**src/rtl/out_packer_pkg.sv**
```systemverilog
// Shared types and helpers for the bit-to-word packer and its holding register.
package out_packer_pkg;

    // Default number of bits per packed word.
    localparam int DEFAULT_WORD_W = 8;

    // FILL: normal accumulation. FLUSH_WAIT: a partial word waits for the hold register.
    typedef enum logic {
        FILL       = 1'b0,
        FLUSH_WAIT = 1'b1
    } state_t;

    // Observability bundle so checkers can see the control state directly.
    typedef struct packed {
        state_t state;
        logic   flush_pend;
    } dbg_t;

    // Width of a counter that must hold 0..word_w inclusive.
    function automatic int count_w(input int word_w);
        return $clog2(word_w + 1);
    endfunction

endpackage

```
**src/rtl/word_hold_reg.sv**
```systemverilog
// One-deep valid/ready output holding register for packed words.
// Handshake: a word is transferred on any cycle where valid && ready; valid,
// data and count stay stable until then. A load in the same cycle as a
// transfer replaces the departing word, so the register can stream at full rate.
module word_hold_reg #(
    parameter int DATA_W = 8,
    parameter int CNT_W  = 4
) (
    input  logic              clk,
    input  logic              reset,
    input  logic              load,
    input  logic [DATA_W-1:0] load_data,
    input  logic [CNT_W-1:0]  load_count,
    input  logic              ready,
    output logic              valid,
    output logic [DATA_W-1:0] data,
    output logic [CNT_W-1:0]  count,
    output logic              free
);

    // The register can accept a new word when it is empty or being drained now.
    assign free = !valid || ready;

    // Capture a new word on load, otherwise drop valid once the consumer takes it.
    always_ff @(posedge clk) begin
        if (reset) begin
            valid <= 1'b0;
            data  <= '0;
            count <= '0;
        end else if (load) begin
            valid <= 1'b1;
            data  <= load_data;
            count <= load_count;
        end else if (valid && ready) begin
            valid <= 1'b0;
        end
    end

endmodule

```
**src/rtl/out_packer.sv**
```systemverilog
// Packs a stream of single bits into WORD_W-bit words with an explicit flush.
// Handshake: bits transfer on bit_valid && bit_ready; words transfer on
// word_valid && word_ready. Words hold stable until taken.
module out_packer
    import out_packer_pkg::*;
#(
    parameter  int WORD_W    = DEFAULT_WORD_W,
    parameter  int MSB_FIRST = 0,
    localparam int CW        = count_w(WORD_W)
) (
    input  logic              clk,
    input  logic              reset,
    input  logic              bit_valid,
    input  logic              bit_in,
    output logic              bit_ready,
    input  logic              flush,
    output logic              word_valid,
    output logic [WORD_W-1:0] word_data,
    output logic [CW-1:0]     word_count,
    input  logic              word_ready,
    output dbg_t              dbg
);

    localparam logic [CW-1:0] LAST_IDX = CW'(WORD_W - 1);
    localparam logic [CW-1:0] FULL_CNT = CW'(WORD_W);

    state_t            state;
    logic              flush_pend;
    logic [CW-1:0]     fill_cnt;
    logic [WORD_W-1:0] acc;

    logic              hold_free;
    logic              accept;
    int                pos;
    logic [CW-1:0]     cnt_with;
    logic [WORD_W-1:0] acc_with;
    logic              load;
    logic              clear_acc;
    logic              enter_wait;

    // A word-completing bit is only taken when the hold register can absorb it.
    assign bit_ready = !reset && (state == FILL) && ((fill_cnt < LAST_IDX) || hold_free);
    assign accept    = bit_valid && bit_ready;

    assign dbg.state      = state;
    assign dbg.flush_pend = flush_pend;

    // Merge the accepted bit, then decide whether a full or partial word leaves.
    always_comb begin
        pos        = (MSB_FIRST != 0) ? (WORD_W - 1 - int'(fill_cnt)) : int'(fill_cnt);
        acc_with   = acc;
        if (accept) begin
            for (int i = 0; i < WORD_W; i++) begin
                if (i == pos) acc_with[i] = bit_in;
            end
        end
        cnt_with   = fill_cnt + CW'(accept);
        load       = 1'b0;
        clear_acc  = 1'b0;
        enter_wait = 1'b0;
        if (state == FLUSH_WAIT) begin
            // No bits are accepted here, so acc_with is the pending partial word.
            if (word_ready) begin
                load      = 1'b1;
                clear_acc = 1'b1;
            end
        end else if (cnt_with == FULL_CNT) begin
            // Full word; any simultaneous flush is absorbed since nothing remains.
            load      = 1'b1;
            clear_acc = 1'b1;
        end else if (flush && (cnt_with != '0)) begin
            if (hold_free) begin
                load      = 1'b1;
                clear_acc = 1'b1;
            end else begin
                enter_wait = 1'b1;
            end
        end
    end

    // Accumulator, fill counter and flush-wait state machine.
    always_ff @(posedge clk) begin
        if (reset) begin
            state      <= FILL;
            flush_pend <= 1'b0;
            fill_cnt   <= '0;
            acc        <= '0;
        end else begin
            if (clear_acc) begin
                fill_cnt <= '0;
                acc      <= '0;
            end else begin
                fill_cnt <= cnt_with;
                acc      <= acc_with;
            end
            if (enter_wait) begin
                state      <= FLUSH_WAIT;
                flush_pend <= 1'b1;
            end else if ((state == FLUSH_WAIT) && load) begin
                state      <= FILL;
                flush_pend <= 1'b0;
            end
        end
    end

    word_hold_reg #(
        .DATA_W (WORD_W),
        .CNT_W  (CW)
    ) u_hold (
        .clk        (clk),
        .reset      (reset),
        .load       (load),
        .load_data  (acc_with),
        .load_count (cnt_with),
        .ready      (word_ready),
        .valid      (word_valid),
        .data       (word_data),
        .count      (word_count),
        .free       (hold_free)
    );

endmodule

```
**config.mk**
```make
export PLATFORM = sky130hd
export DESIGN_NAME = out_packer
export DESIGN_NICKNAME = d
export VERILOG_FILES = /design/src/rtl/out_packer_pkg.sv /design/src/rtl/word_hold_reg.sv /design/src/rtl/out_packer.sv
export SDC_FILE = /design/constraint.sdc
export NUM_CORES = 1
export LEC_CHECK = 0
export ABC_AREA = 1
export CORE_MARGIN = 2
export CORE_UTILIZATION = 47
export DETAILED_ROUTE_END_ITERATION = 12
export HOLD_SLACK_MARGIN = 0.06
export PLACE_DENSITY = 0.81
export SLEW_MARGIN = 30
export SYNTH_ARGS = -nofsm -noshare
export SYNTH_HDL_FRONTEND = slang
export SYNTH_SLANG_ARGS = --single-unit
export TNS_END_PERCENT = 5
```
**constraint.sdc**
```tcl
create_clock -name clk -period 3 [get_ports clk]
set_clock_uncertainty 0.05 [all_clocks]
set_input_delay 0.9 -clock clk [delete_from_list [all_inputs] [get_ports clk]]
set_output_delay 0.9 -clock clk [all_outputs]
set_load 0.03 [all_outputs]
```
==> reports/qor.json, run 1 <==
{
  "dp_hpwl_um": 2290,
  "p_total_mw": 0.658,
  "num_io_pins": 22,
  "ir_worst_vdd_mv": 0.394,
  "dominant_combinational_cell_family_by_area_after_synthesis": "simple AND/OR/NAND/NOR gates",
  "postcts_setup_bufs": 0,
  "global_route_wire_length_before_repair_um": 5100,
  "timing_worst_setup_path_type": "input pin to flop",
  "dpl_worst_slack_ns": -0.349,
  "dieWidth_um": 58.2,
  "syn-mean-instance-area_um2": 7.50,
  "cp.required_ns": 3.21,
  "cts_htree_levels": 1,
  "period_share_pct": 94.5,
  "yosys.area.top_type": "sky130_fd_sc_hd__dfxtp_1",
  "fraction_of_layout_cells_with_a_size_suffix_above_1_pct": 24.0,
  "type_of_the_tightest_min_delay_check": "flop to flop",
  "cell_with_the_most_instances_after_synthesis": "sky130_fd_sc_hd__nand2_1",
  "post_synth_fa_ha_maj_area_fraction_pct": 1.81,
  "dominantRegCellSynth": "sky130_fd_sc_hd__dfxtp_1",
  "initial_utilization_pct": 49.6,
  "worst_skew_pair.late_latency_ns": 0.32,
  "place_congestion": 0.807,
  "p_per_area_nw_per_um2": 373,
  "design.final.nets": 226,
  "synth.area.mux_share_pct": 0,
  "postLayoutCellArea_um2": 1760,
  "total_routing_usage_reported_by_global_routing_pct": 19.6,
  "slew-limit-headroom_pct": 76.9,
  "synth.net_count": 192,
  "clockBufferDepth": 2,
  "count_of_standard_cell_rows": 19,
  "synth-edff-count": 0,
  "report.final.setup_viol": 0,
  "fp.dieArea_um2": 3390,
  "tightestPinTransition_ns": 0.345,
  "wl_um": 2920,
  "route.antenna.remaining_nets": 0,
  "min_hold_slack_ns": 0.430,
  "status": "finished, final reports clean",
  "worst-path-max-fanout": 12,
  "max_freq_mhz": 353,
  "finalWorstSetupSlack_ns": 0.164,
  "clock_sink_count": 26,
  "cp-end-kind": "flop",
  "synth_xor_xnor_area_share_pct": 0,
  "route.detailed.drc": 0,
  "number_of_antenna_violations_at_the_first_check_in_global_routing": 0,
  "antenna_cells_inserted": 0,
  "ys_seq_elements": 26,
  "grt.overflow.total": 0,
  "synth_async_sr_flop_share_pct": 0,
  "leakage_nw": 0.778,
  "number_of_global_route_vias_before_repair": 1186,
  "synth-simple-area-share_pct": 40.0,
  "synthCells": 184,
  "period_needed_ns": 2.84,
  "cts_inserted_buffers": 3,
  "endpoints_failing_hold": 0,
  "cts_tree": "yes",
  "synth_top_area_share_pct": 37.7,
  "syn_area_um2": 1380,
  "routed_via_density": 5.09,
  "max_cap_violations": 0,
  "design.core.area_um2": 2780,
  "yosys-top-cells-count": "sky130_fd_sc_hd__nand2_1, sky130_fd_sc_hd__dfxtp_1, sky130_fd_sc_hd__nand3_1",
  "synth_compound_gate_area_share_pct": 11.9,
  "grt_start_max_net_pins": 15,
  "detailed_place.area_um2": 1700,
  "cp_data_arrival_time_ns": 3.05,
  "area_growth_pct": 27.8,
  "cts.reportedPaths.clkPinSlew_ns": 0.14,
  "setup.worst_path.start_class": "input pin",
  "buffer_ports.inserted": 21,
  "clk_root_buffer_cell": "sky130_fd_sc_hd__clkbuf_4",
  "timing.final.max_slew_violations": 0,
  "drt_iter0_drc": 30,
  "synth_area_leaders": "sky130_fd_sc_hd__dfxtp_1, sky130_fd_sc_hd__nand2_1, sky130_fd_sc_hd__nand3_1",
  "detailroute.via_count": 1262,
  "final.fill_count": 234,
  "seq_area_frac_synth_pct": 37.7,
  "wl_per_cell_um": 11.8,
  "synth.distinct_cells": 26,
  "fp.dieH_um": 58.2,
  "drtPass1Iterations": 4,
  "ys_warn_count": 0,
  "rsz0062_at_grt": "false"
}
state kept, by name (all words and copies together), names as in the netlist:
signal and cells:
u_hold.data 8, fill_cnt 4, flush_pend 1, u_hold.valid 1, u_hold.count 4, acc 8
timing repair:
item / in CTS / in global routing
resized for setup: 2 / 4
endpoints found under the setup margin: 1 / 26
hold buffers: 0 / 0
pin swaps: 0 / 1
report_power, final:
group | switching (mW) | internal, mW | total, mW | leakage (nW)
Clock | 0.106 | 0.0743 | 0.180 | 0.0210
Sequential | 0.00456 | 0.351 | 0.356 | 0.210
Combinational | 0.0712 | 0.0508 | 0.122 | 0.547
Total | 0.181 | 0.476 | 0.658 | 0.778
metrics by stage:
step | utilization (%) | std cells | TNS [ns]
2_1_floorplan | - | 184 | 0
3_3_place_gp | 61.2 | 244 | -5.34
3_5_place_dp | 61.2 | 244 | -7.73
4_1_cts | 62.8 | 248 | 0
5_1_grt | 63.4 | 248 | 0
6_report | 63.4 | 248 | 0
path summary, 6_finish.rpt:
| check | start | endpoint | slack [ns] | depth (start not counted) |
|---|---|---|---|---|
| min reg2reg | u_hold.data[4]$_SDFFE_PP0P_ | u_hold.data[4]$_SDFFE_PP0P_ | 0.43 | 2 |
| max reg2reg | fill_cnt[1]$_SDFF_PP0_ | fill_cnt[2]$_SDFF_PP0_ | 0.47 | 15 |
| min | u_hold.data[4]$_SDFFE_PP0P_ | u_hold.data[4]$_SDFFE_PP0P_ | 0.43 | 2 |
| max | reset | fill_cnt[2]$_SDFF_PP0_ | 0.16 | 14 |
routing by layer:
metal	global-route usage [%]	share of wire [%]	vias to the layer above	routed length, um
met3	2.90	3.5	4	102
met4	8.64	1.5	0	44
li1	-	-	669	-
met5	0	0	-	0
met1	26.2	48	565	1410
met2	31.3	47	24	1370
cells in the final DEF, fill, tap and decap left out, types with 4 or more instances in the layout:
cell / netlist / final
sky130_fd_sc_hd__a21oi_2: 6 / 6
sky130_fd_sc_hd__nand3_2: 8 / 8
sky130_fd_sc_hd__dfxtp_1: 26 / 26
sky130_fd_sc_hd__o21ai_0: 8 / 8
sky130_fd_sc_hd__nand3_1: 18 / 18
sky130_fd_sc_hd__nand2_1: 52 / 52
sky130_fd_sc_hd__nand2_2: 5 / 5
sky130_fd_sc_hd__buf_4: 2 / 15
sky130_fd_sc_hd__nand4_1: 9 / 9
sky130_fd_sc_hd__clkdlybuf4s50_1: 0 / 19
sky130_fd_sc_hd__a21oi_1: 4 / 4
sky130_fd_sc_hd__inv_1: 14 / 14
sky130_fd_sc_hd__nor2_1: 14 / 11
critical path, stage by stage:
cell and delay [ns]:
sky130_fd_sc_hd__clkdlybuf4s50_1 0.50, sky130_fd_sc_hd__nor2_2 0.06, sky130_fd_sc_hd__nand3_4 0.09, sky130_fd_sc_hd__inv_1 0.04, sky130_fd_sc_hd__ha_1 0.19, sky130_fd_sc_hd__ha_1 0.31
sky130_fd_sc_hd__nor2_2 0.10, sky130_fd_sc_hd__nand3_1 0.09, sky130_fd_sc_hd__o21bai_2 0.16, sky130_fd_sc_hd__nand2_1 0.11, sky130_fd_sc_hd__nand2_4 0.12, sky130_fd_sc_hd__nand2_2 0.07
sky130_fd_sc_hd__buf_12 0.15, sky130_fd_sc_hd__a21oi_1 0.13
kinds of logic (layout without fill, tap and decap cells):
group,count (synthesis),after routing
compound gates,22,22
fa+ha+maj,2,2
buf+inv,24,57
flops,26,26
simple gates,110,110
layout make-up:
cell class | instances | area [um^2] | area share (%)
multi-input cells | 134 | 762 | 43.2
flip-flops and latches | 26 | 520 | 29.5
repair buffers | 37 | 347 | 19.6
inverters | 16 | 60.1 | 3.40
well taps | 31 | 38.8 | 2.20
clock buffers | 4 | 36.3 | 2.06
No activity file was read; power rests on OpenSTA's default activity.
==> run 2, diff against run 1 <==
--- a/config.mk
+++ b/config.mk
@@ -7,10 +7,10 @@
 export LEC_CHECK = 0
 export ABC_AREA = 1
 export CORE_MARGIN = 2
-export CORE_UTILIZATION = 47
+export CORE_UTILIZATION = 45
 export DETAILED_ROUTE_END_ITERATION = 12
 export HOLD_SLACK_MARGIN = 0.06
-export PLACE_DENSITY = 0.81
+export PLACE_DENSITY = 0.79
 export SLEW_MARGIN = 30
 export SYNTH_ARGS = -nofsm -noshare
 export SYNTH_HDL_FRONTEND = slang
==> reports/qor.json, run 2 (synthesis gave the netlist of run 1 again) <==
{
  "design.final.nets": 230,
  "dieWidth_um": 59.4,
  "status": "finished, final reports clean",
  "buffer_ports.inserted": 21,
  "slew-limit-headroom_pct": 79.0,
  "fp.dieArea_um2": 3530,
  "grt.busiest_layer": "met2",
  "detailed_place.area_um2": 1720,
  "period_needed_ns": 2.84,
  "groute.layer.met2.usage_pct": 32.7,
  "wl_per_cell_um": 12.5,
  "critical_path.cell_chain": "clkdlybuf4s50_1, nor2_2, nand3_4, inv_1, ha_2, ha_4, inv_1, nand2_1, nand2_2, nor2_2, nand2_2, a21oi_4, nand2_4, buf_4, nand3_1, nand2_1",
  "combinationalPowerShare_pct": 17.6,
  "finish.utilization_pct": 61.1,
  "dp_hpwl_um": 2300,
  "report.final.setup_viol": 0,
  "detailroute.via_count": 1277,
  "drtPass1Iterations": 4,
  "whs_endpoint": "u_hold.data[6]$_SDFFE_PP0P_",
  "total_routing_usage_reported_by_global_routing_pct": 19.9,
  "p_per_area_nw_per_um2": 401,
  "count_of_standard_cell_rows": 20,
  "number_of_antenna_violations_at_the_first_check_in_global_routing": 0,
  "post_cts_hold_buffer_count": 0,
  "area_growth_pct": 31.8,
  "power.share.switching_pct": 25.8,
  "cp_data_arrival_time_ns": 3.04,
  "cts.reportedPaths.clkPinSlew_ns": 0.14,
  "mostFrequentLayoutCell": "sky130_fd_sc_hd__nand2_1",
  "cts_tree": "yes",
  "route.antenna.remaining_nets": 0,
  "leakage_nw": 0.798,
  "place_congestion": 0.856,
  "antenna_cells_inserted": 0,
  "max_cap_violations": 0,
  "endpoints_failing_hold": 0,
  "reg2regPathDepth": 16,
  "pwr-share-seq_pct": 48.8,
  "global_route_wire_length_before_repair_um": 5290,
  "worst_skew_pair.late_latency_ns": 0.33,
  "hold_path_depth": 2,
  "switchingPower_mw": 0.188,
  "cp_slowest_cell": "sky130_fd_sc_hd__clkdlybuf4s50_1",
  "critical_r2r_launch": "fill_cnt[1]$_SDFF_PP0_",
  "cts_inserted_buffers": 3,
  "period_share_pct": 94.6,
  "dpl_worst_slack_ns": -0.309,
  "int_power_mw": 0.541,
  "type_of_the_tightest_min_delay_check": "flop to flop",
  "max_freq_mhz": 352,
  "hold_path_startpoint": "u_hold.data[6]$_SDFFE_PP0P_",
  "clock_group_share_of_total_power_pct": 33.6,
  "route.detailed.drc": 0,
  "layout.cells.most_common_list": "sky130_fd_sc_hd__nand2_1, sky130_fd_sc_hd__dfxtp_1, sky130_fd_sc_hd__clkdlybuf4s50_1, sky130_fd_sc_hd__buf_4, sky130_fd_sc_hd__nand3_1",
  "postLayoutCellArea_um2": 1820,
  "design.core.area_um2": 2980,
  "drt_iter0_drc": 29,
  "ir_worst_vdd_mv": 0.272,
  "initial_utilization_pct": 46.3,
  "wl_um": 3170,
  "rsz0062_at_grt": "false",
  "timing.rr.end": "u_hold.data[5]$_SDFFE_PP0P_",
  "number_of_global_route_vias_before_repair": 1201,
  "clock_sink_count": 26,
  "cts_htree_levels": 1,
  "cp.required_ns": 3.20,
  "cp-end-kind": "flop",
  "finalWorstSetupSlack_ns": 0.163,
  "grt.overflow.total": 0,
  "setup.worst_path.start_class": "input pin",
  "routed_via_density": 5.03,
  "worst-path-max-fanout": 12,
  "fraction_of_layout_cells_with_a_size_suffix_above_1_pct": 26.2,
  "biggestRegsByFlops": "acc: 8 flops, u_hold.data: 8 flops",
  "critical_path.max_stage_delay_ns": 0.44,
  "use_met3_pct": 2.62,
  "clk_root_buffer_cell": "sky130_fd_sc_hd__clkbuf_4",
  "reg2reg_setup_slack_ns": 0.48,
  "gr-usage-met1_pct": 26.7,
  "fp.dieH_um": 59.4,
  "clockBufferDepth": 2,
  "tightestPinTransition_ns": 0.314,
  "timing.final.max_slew_violations": 0,
  "num_io_pins": 22,
  "timing_worst_setup_path_type": "input pin to flop",
  "grt_start_max_net_pins": 16
}
-- run 2: cell count changes in the layout (fill, tap and decap cells not counted) --
cell | before | now
sky130_fd_sc_hd__clkbuf_8 | 1 | 0
sky130_fd_sc_hd__ha_4 | 0 | 1
sky130_fd_sc_hd__bufinv_16 | 0 | 1
sky130_fd_sc_hd__nand2_4 | 1 | 2
sky130_fd_sc_hd__nand2_8 | 1 | 0
sky130_fd_sc_hd__ha_1 | 2 | 0
sky130_fd_sc_hd__ha_2 | 0 | 1
sky130_fd_sc_hd__buf_4 | 15 | 19
-- run 2: worst max-delay path: cells and delay by family --
family	cells	cell delay, ns
and+or+nand+nor	9	0.90
adders and majority gates	2	0.33
AOI/OAI and AO/OA	1	0.18
buffers and inverters	4	0.72
-- run 2: repair_timing --
item | 4_1_cts | 5_1_grt
endpoints found under the setup margin | 1 | 26
pin swaps | 1 | 3
setup buffers | 0 | 2
resized for setup | 0 | 7
-- run 2: how the worst max path moves through the flow --
stage               startpoint                           end  slack, ns  cells past startpoint
global route             reset  u_hold.count[1]$_SDFFE_PP0P_       0.03                     15
floorplan                reset  u_hold.count[0]$_SDFFE_PP0P_       0.03                     14
finish                   reset   u_hold.data[5]$_SDFFE_PP0P_       0.16                     16
detailed placement  word_ready   u_hold.data[5]$_SDFFE_PP0P_      -0.31                     16
CTS                 word_ready                     bit_ready       0.01                      7
global placement    word_ready   u_hold.data[0]$_SDFFE_PP0P_      -0.24                     16
-- run 2: layer usage --
metal	share of wire [%]	routed length, um
met1	49	1550
met2	47	1500
met3	2.0	64
met4	1.5	48
met5	0	0
-- run 2: power groups by stage --
stage | logic (mW) | registers [mW] | clock network (mW)
after floorplan | 0.0729 | 0.368 | 0
after global routing | 0.138 | 0.357 | 0.260
after CTS | 0.122 | 0.356 | 0.252
after global placement | 0.120 | 0.363 | 0
after detailed placement | 0.121 | 0.363 | 0
final | 0.128 | 0.356 | 0.245
-- run 2: area by class of cell --
class / instances / area, um^2
clock buffers: 3 / 22.5
clock inverters: 1 / 30.0
fillers: 233 / 1160
inverters: 16 / 60.1
multi-input cells: 134 / 768
flip-flops and latches: 26 / 520
well taps: 33 / 41.3
repair buffers: 41 / 377
-- run 2: through the flow --
step	hold slack (ns)	TNS, ns	power (mW)	instances
floorplan	0.414	0	0.441	184
global placement	0.411	-5.41	0.483	248
detailed placement	0.412	-7.07	0.484	248
CTS	0.434	0	0.730	252
global route	0.447	0	0.755	254
finish	0.432	0	0.729	254
==> run 3, diff against run 2 <==
--- a/config.mk
+++ b/config.mk
@@ -6,11 +6,13 @@
 export NUM_CORES = 1
 export LEC_CHECK = 0
 export ABC_AREA = 1
+export ABC_CLOCK_PERIOD_IN_PS = 3000
 export CORE_MARGIN = 2
 export CORE_UTILIZATION = 45
 export DETAILED_ROUTE_END_ITERATION = 12
 export HOLD_SLACK_MARGIN = 0.06
 export PLACE_DENSITY = 0.79
+export SKIP_CTS_REPAIR_TIMING = 1
 export SLEW_MARGIN = 30
 export SYNTH_ARGS = -nofsm -noshare
 export SYNTH_HDL_FRONTEND = slang
==> reports/qor.json, run 3 (synthesis gave the netlist of run 1 again) <==
{
  "status": "finished, final reports clean",
  "dieWidth_um": 59.4,
  "place_congestion": 0.856,
  "cts_htree_levels": 1,
  "period_share_pct": 97.5,
  "postLayoutCellArea_um2": 1820,
  "grt.overflow.total": 0,
  "design.final.nets": 230,
  "detailed_place.area_um2": 1720,
  "area_growth_pct": 31.6,
  "clockBufferDepth": 2,
  "design.core.area_um2": 2980,
  "hold_path_depth": 2,
  "grt_start_max_net_pins": 16,
  "ir_worst_vdd_mv": 0.275,
  "drtPass1Iterations": 4,
  "cp-end-kind": "output port",
  "timing_worst_setup_path_type": "input pin to output port",
  "count_of_standard_cell_rows": 20,
  "leakage_nw": 0.789,
  "initial_utilization_pct": 46.3,
  "cp_data_arrival_time_ns": 1.98,
  "type_of_the_tightest_min_delay_check": "flop to flop",
  "finish.utilization_pct": 61.0,
  "detailroute.via_count": 1271,
  "cts_tree": "yes",
  "total_routing_usage_reported_by_global_routing_pct": 19.9,
  "min_hold_slack_ns": 0.432,
  "layout.cells.most_common_list": "sky130_fd_sc_hd__nand2_1, sky130_fd_sc_hd__dfxtp_1, sky130_fd_sc_hd__clkdlybuf4s50_1",
  "endpoints_failing_hold": 0,
  "cts_inserted_buffers": 3,
  "slew-limit-headroom_pct": 79.0,
  "fraction_of_layout_cells_with_a_size_suffix_above_1_pct": 26.2,
  "dp_hpwl_um": 2300,
  "timing.final.max_slew_violations": 0,
  "route.detailed.drc": 0,
  "fp.dieArea_um2": 3530,
  "clk_root_buffer_cell": "sky130_fd_sc_hd__clkbuf_4",
  "reg2regPathDepth": 16,
  "antenna_cells_inserted": 0,
  "mostFrequentLayoutCell": "sky130_fd_sc_hd__nand2_1",
  "period_needed_ns": 2.93,
  "max_freq_mhz": 342,
  "routed_via_density": 5.00,
  "biggestRegsByFlops": "acc: 8 flops, u_hold.data: 8 flops",
  "cts.reportedPaths.clkPinSlew_ns": 0.15,
  "reg2reg_setup_slack_ns": 0.48,
  "wl_per_cell_um": 12.4,
  "fp.dieH_um": 59.4,
  "worst-path-max-fanout": 2,
  "route.antenna.remaining_nets": 0,
  "setup.worst_path.start_class": "input pin",
  "clock_sink_count": 26,
  "max_cap_violations": 0,
  "p_per_area_nw_per_um2": 402,
  "number_of_global_route_vias_before_repair": 1201,
  "number_of_antenna_violations_at_the_first_check_in_global_routing": 0,
  "tightestPinTransition_ns": 0.314,
  "report.final.setup_viol": 0,
  "num_io_pins": 22,
  "rsz0062_at_grt": "false",
  "drt_iter0_drc": 39,
  "wl_um": 3150,
  "worst_skew_pair.late_latency_ns": 0.34,
  "cp.required_ns": 2.05,
  "global_route_wire_length_before_repair_um": 5290,
  "buffer_ports.inserted": 21
}
run 3: critical path: stages:
cell                              delay (ns)
sky130_fd_sc_hd__clkdlybuf4s50_1        0.45
sky130_fd_sc_hd__nor2_2                 0.16
sky130_fd_sc_hd__o21ai_4                0.09
sky130_fd_sc_hd__buf_6                  0.13
sky130_fd_sc_hd__nand2_1                0.04
sky130_fd_sc_hd__nor2_1                 0.04
sky130_fd_sc_hd__buf_4                  0.16
run 3: layout make-up:
type / instances / area (um^2)
clock buffer: 3 / 22.5
clock inverter: 1 / 30.0
fill: 234 / 1160
inverter: 16 / 60.1
multi-input combinational: 134 / 768
sequential: 26 / 520
tap: 33 / 41.3
timing repair buffer: 41 / 374
run 3: where the power goes:
part / total [mW] / internal [mW] / switching [mW] / leakage [nW]
Clock: 0.246 / 0.135 / 0.111 / 0.0279
Sequential: 0.356 / 0.351 / 0.00480 / 0.210
Combinational: 0.128 / 0.0548 / 0.0732 / 0.551
Total: 0.730 / 0.541 / 0.189 / 0.789
run 3: worst paths after layout:
path | startpoint | to
worst max-delay path | word_ready | bit_ready
worst min register to register | u_hold.data[6]$_SDFFE_PP0P_ | u_hold.data[6]$_SDFFE_PP0P_
worst max register to register | fill_cnt[1]$_SDFF_PP0_ | u_hold.count[1]$_SDFFE_PP0P_
worst min-delay path | u_hold.data[6]$_SDFFE_PP0P_ | u_hold.data[6]$_SDFFE_PP0P_
run 3: metrics by stage:
stage	TNS, ns	setup WS (ns)	cells	power (mW)
6_report	0	0.0739	254	0.730
5_1_grt	0	0.00102	254	0.756
4_1_cts	-0.000915	-0.000915	252	0.730
3_5_place_dp	-7.07	-0.309	248	0.484
3_3_place_gp	-5.41	-0.238	248	0.483
2_1_floorplan	0	0.0275	184	0.441
run 3: routing by layer:
metal / vias to the layer above / part of all wire [%] / track usage [%]
met1: 575 / 49 / 26.7
li1: 677 / - / -
met3: 5 / 1.9 / 2.62
met2: 14 / 47 / 32.7
met4: 0 / 1.5 / 6.82
met5: - / 0 / 0
